--- src/rtl/imem_boot_loader.sv ---
// imem_boot_loader: packs a little-endian host byte stream into 32-bit words,
// writes them to consecutive instruction-memory addresses, and holds the CPU
// core in reset until the image is complete.
module imem_boot_loader #(
  parameter int DEPTH  = 256,
  parameter int ADDR_W = 8
) (
  input  logic              clk,
  input  logic              reset,
  input  logic              start,
  input  logic [ADDR_W:0]   len_words,
  input  logic [7:0]        rx_data,
  input  logic              rx_valid,
  output logic              rx_ready,
  output logic              imem_we,
  output logic [ADDR_W-1:0] imem_waddr,
  output logic [31:0]       imem_wdata,
  output logic              cpu_reset,
  output logic              busy,
  output logic              done,
  output logic              err_len
);

  localparam logic [ADDR_W:0]   LP_DEPTH    = (ADDR_W+1)'(DEPTH);
  localparam logic [ADDR_W:0]   LP_LEN_ONE  = (ADDR_W+1)'(1);
  localparam logic [ADDR_W-1:0] LP_WORD_ONE = ADDR_W'(1);

  typedef enum logic [2:0] {
    S_IDLE,
    S_RECV,
    S_WRITE,
    S_DONE,
    S_ERR
  } state_t;

  state_t            r_state;
  state_t            w_next;
  logic [1:0]        r_byte_cnt;
  logic [ADDR_W-1:0] r_word_cnt;
  logic [ADDR_W:0]   r_len;
  logic [31:0]       r_asm;

  logic w_start_win;
  logic w_len_zero;
  logic w_len_legal;
  logic w_load;
  logic w_hs;
  logic w_last;

  // start is only honoured from the resting states; RECV/WRITE ignore it
  assign w_start_win = start && ((r_state == S_IDLE) || (r_state == S_DONE) ||
                                 (r_state == S_ERR));
  assign w_len_zero  = (len_words == '0);
  assign w_len_legal = !w_len_zero && (len_words <= LP_DEPTH);
  assign w_load      = w_start_win && w_len_legal;
  assign w_hs        = rx_valid && rx_ready;
  assign w_last      = ({1'b0, r_word_cnt} == (r_len - LP_LEN_ONE));

  // Write port and status are decoded from the registered state and datapath
  assign imem_waddr = r_word_cnt;
  assign imem_wdata = r_asm;

  // State register
  always_ff @(posedge clk) begin
    if (reset) begin
      r_state <= S_IDLE;
    end else begin
      r_state <= w_next;
    end
  end

  // Byte packing, word counter and latched length
  always_ff @(posedge clk) begin
    if (reset) begin
      r_byte_cnt <= '0;
      r_word_cnt <= '0;
      r_len      <= '0;
      r_asm      <= '0;
    end else if (w_load) begin
      r_byte_cnt <= '0;
      r_word_cnt <= '0;
      r_len      <= len_words;
      r_asm      <= '0;
    end else if ((r_state == S_RECV) && w_hs) begin
      r_asm[8*r_byte_cnt +: 8] <= rx_data;
      r_byte_cnt               <= r_byte_cnt + 2'd1;
    end else if ((r_state == S_WRITE) && !w_last) begin
      r_word_cnt <= r_word_cnt + LP_WORD_ONE;
      r_byte_cnt <= '0;
    end
  end

  // Next-state decode and state-driven outputs
  always_comb begin
    w_next    = r_state;
    rx_ready  = 1'b0;
    imem_we   = 1'b0;
    cpu_reset = 1'b1;
    busy      = 1'b0;
    done      = 1'b0;
    err_len   = 1'b0;

    // DONE and ERR reuse the IDLE length decision on the edge start arrives
    if (w_start_win) begin
      if (w_len_zero) begin
        w_next = S_DONE;
      end else if (w_len_legal) begin
        w_next = S_RECV;
      end else begin
        w_next = S_ERR;
      end
    end

    case (r_state)
      S_IDLE: begin
      end
      S_RECV: begin
        rx_ready = 1'b1;
        busy     = 1'b1;
        if (w_hs && (r_byte_cnt == 2'd3)) begin
          w_next = S_WRITE;
        end
      end
      S_WRITE: begin
        imem_we = 1'b1;
        busy    = 1'b1;
        w_next  = w_last ? S_DONE : S_RECV;
      end
      S_DONE: begin
        cpu_reset = 1'b0;
        done      = 1'b1;
      end
      S_ERR: begin
        err_len = 1'b1;
      end
      default: begin
        w_next = S_IDLE;
      end
    endcase
  end

endmodule

--- config.mk ---
export PLATFORM = sky130hd
export DESIGN_NAME = imem_boot_loader
export DESIGN_NICKNAME = d
export VERILOG_FILES = /design/src/rtl/imem_boot_loader.sv
export SDC_FILE = /design/constraint.sdc
export NUM_CORES = 1
export LEC_CHECK = 0
export ABC_AREA = 0
export ABC_CLOCK_PERIOD_IN_PS = 5570
export BUFFER_PORTS_ARGS = -buffer_cell sky130_fd_sc_hd__buf_2
export CAP_MARGIN = 0
export CORE_ASPECT_RATIO = 0.9
export CORE_UTILIZATION = 40
export DETAILED_ROUTE_END_ITERATION = 16
export HOLD_SLACK_MARGIN = 0.06
export PLACE_DENSITY = 0.71
export SETUP_SLACK_MARGIN = 0.1
export SYNTH_ARGS = -nofsm -noshare
export SYNTH_HDL_FRONTEND = slang
export SYNTH_SLANG_ARGS = --single-unit
export TNS_END_PERCENT = 5
--- constraint.sdc ---
create_clock -name clk -period 5.57 [get_ports clk]
set_clock_uncertainty 0.05 [all_clocks]
set_input_delay 0.2785 -clock clk [delete_from_list [all_inputs] [get_ports clk]]
set_output_delay 0.2785 -clock clk [all_outputs]
set_load 0.01 [all_outputs]
==> results.md <==
- Outcome: completed
- Drt wl/cell: approximately 14 um
- Rows: 27
- Min cycle time layout: approximately 2900 ps
- Sequential area share after synthesis: just over 40%
- Crit end category: register
- Drt drc: 0
- Clock Pin Slew Worst Setup and Hold Paths: between 100 and 150 ps
- Drt first-iter violations: approximately 130
- Pin count of the biggest net entering global routing: 43
- PortBufs: 66
- GPL Wtd Cong: roughly 0.81
- Critical Path Fanout Max: 10
- Mapped cell area: 0.00267 mm^2
- Post-CTS Setup Bufs: 0
- Count of final setup violators: 0
- DRT antenna net count: 0
- Final hold vios: 0
- H-Tree Level Count: 2
- Vias in the first global route: 2244
- Proportion of layout cells with a drive suffix above 1: 22.6%
- Antenna diode count: 0
- DR vias: 2431
- Clock buffer count from CTS: 5
- Hold_ws: roughly 160 ps
- Startpoint types: register
- Die area: approximately 0.0070 mm^2
- HPWL Detailed: approximately 4.8 mm
- Clk buf depth: 2
- Highest clock rate: approximately 0.35 GHz
- Finished Cell Area: ~0.0031 mm^2
- Cts repair resizes: 0
- Total Routing Usage GR: between 10% and 20%
- Library cells used by synthesis: 47
- Critical path data arrival time: 3020 ps
- First-pass GRT wire length: 10.5 mm
- Measured slew at the worst slew-check pin: roughly 950 ps
- Clock Sinks: 54
- Synth Area per Inst: 8.41 um^2
- Die Ht: about 80 um
- Ports: 67
- TritonCTS clock tree: done
- Setup TNS: 0 ps
- RSZ-0062 raised after global routing: false
- Final core utilization: around half
- Antenna violations before repair: 0
- Cts hold-fix bufs: 0
- Congestion Overflow GR: 0
- Chip width: roughly 90 um
- Synth warn: 0
- Relative slew slack: a little over a third
- Clock Latency Late Sink: around 320 ps
- P&R area growth vs syn: 17.0%
- Syn Inst Count: about 320
- Worst EP required: around 5700 ps
- Initial core utilization: 42.6%
- Area after DPL: between 0.003 and 0.004 mm^2
- Total of max-cap violations: 0
- Total iterations of the first detailed-routing run: 4
- Vias per inst: 5.25
- Flop and latch count out of synthesis: 54
- Worst vdd ir: 116 uV
- Final-stage net count: slightly above 400
- Fin crit share: 51.5%
- Syn Nets: ~350
- Core Region: 0.00628 mm^2
- WHS Path Cells: 3
- CTS Root Cell: clkbuf_8
- Power per cell area: ~240 mW/mm^2
- Static leakage: ~1.3 nW
- Crit path kind: register to register
- Final Max Tran Viols: 0
- Routed Wire Length: between 6 and 7 mm
- Tightest Hold Check Type: input pin to register
- R2R depth: 9
==> metrics by stage <==
stage	setup slack [ps]	cells	total power (W)
6_report	2700	463	0.000756
3_3_place_gp	2890	455	0.000522
5_1_grt	2510	463	0.000788
3_5_place_dp	2750	455	0.000525
2_1_floorplan	2910	318	0.000493
4_1_cts	2720	463	0.000759
==> state kept, by name, indices dropped and copies added (netlist names) <==
signal,count
r_len,9
imem_waddr,8
r_state,3
r_byte_cnt,2
imem_wdata,32
==> cells by family (layout without fill, tap and decap cells) <==
kind of cell             after synthesis  in the layout  share of synthesized area [%]
AO/OA/AOI/OAI                         61             61                           14.9
XOR/XNOR                              15             15                           5.19
adder cells (fa/ha/maj)               10             10                           4.68
buffers and inverters                 26             84                           4.45
flip-flops                            54             54                           40.4
multiplexers                          12             12                           4.54
AND/OR/NAND/NOR                      140            140                           25.8
==> power breakdown <==
group          total (W)  internal (W)  switching (W)
Sequential      0.000406      0.000394      0.0000119
Clock           0.000239     0.0000936       0.000145
Combinational   0.000111     0.0000442      0.0000672
Total           0.000756      0.000532       0.000224
==> placed cells by master, fill, tap and decap left out, types with 3 or more instances in the layout <==
master     n
xor2_1     6
o21ai_0    5
inv_1     10
mux2i_1   11
nand3_1   38
xnor2_1    8
nor4_1     3
nor2_1    26
nand4_1    5
nor3_1     5
buf_2     66
nor3b_1    4
clkbuf_8   5
and3_1     4
nand2_1   42
a21oi_1   36
ha_1      10
nand2b_1   3
dfxtp_1   54
==> worst max-delay path, cell delays in order (launching register included) <==
cell,delay (ps)
dfxtp_1,460
inv_1,100
ha_1,320
o21ba_2,250
a221oi_1,330
a41oi_1,120
nor4_4,500
a21oi_4,170
nand4_1,130
mux2_1,320
==> per-layer routing <==
layer / up-vias / track usage (%) / routed length (um)
li1: 1220 / - / -
met1: 1113 / 25.0 / 2970
met2: 88 / 31.3 / 3030
met3: 10 / 4.96 / 409
met4: 0 / 5.81 / 95
met5: - / 0 / 0
==> path summary, 6_finish.rpt <==
kind                                                   from                           to  slack (ps)
worst max-delay path                  r_len[0]$_SDFFE_PP0P_   imem_waddr[3]$_SDFFE_PP0P_        2700
worst min-delay path                           len_words[6]        r_len[6]$_SDFFE_PP0P_         160
worst max register to register        r_len[0]$_SDFFE_PP0P_   imem_waddr[3]$_SDFFE_PP0P_        2700
worst min register to register  imem_wdata[20]$_SDFFE_PP0P_  imem_wdata[20]$_SDFFE_PP0P_         400
==> synthesized netlist by cell type (all sizes together) <==
master | instances | area share, %
and2 | 3 | 0.75
nand3b | 2 | 0.56
nor3 | 5 | 0.94
xor2 | 6 | 2.0
nor2 | 26 | 3.6
o21a | 1 | 0.28
nand4 | 5 | 1.2
or2 | 1 | 0.23
a21oi | 38 | 7.7
buf | 8 | 1.5
xnor2 | 9 | 3.2
o21ba | 1 | 0.37
a221oi | 1 | 0.33
o21bai | 1 | 0.28
nor2b | 2 | 0.47
a41oi | 1 | 0.33
a2111oi | 3 | 1.3
a21bo | 2 | 0.75
o22a | 1 | 0.33
a31oi | 1 | 0.23
mux2i | 11 | 4.1
o21ai | 6 | 1.3
inv | 10 | 1.4
nand3 | 38 | 7.1
mux2 | 1 | 0.42
o211a | 1 | 0.37
nor3b | 4 | 1.1
nor4 | 5 | 2.3
ha | 10 | 4.7
nand2b | 3 | 0.70
a211oi | 3 | 1.0
dfxtp | 54 | 40
clkbuf | 8 | 1.5
a31o | 1 | 0.33
and3 | 4 | 0.94
nand2 | 42 | 5.9
==> layout make-up <==
type	count	area, um^2
multi-input cells	238	1470
clock inverters	3	28.8
fillers	634	3150
clock buffers	5	68.8
flip-flops and latches	54	1080
repair buffers	66	330
inverters	10	37.5
well taps	87	109
No activity file was read; power rests on OpenSTA's default activity.
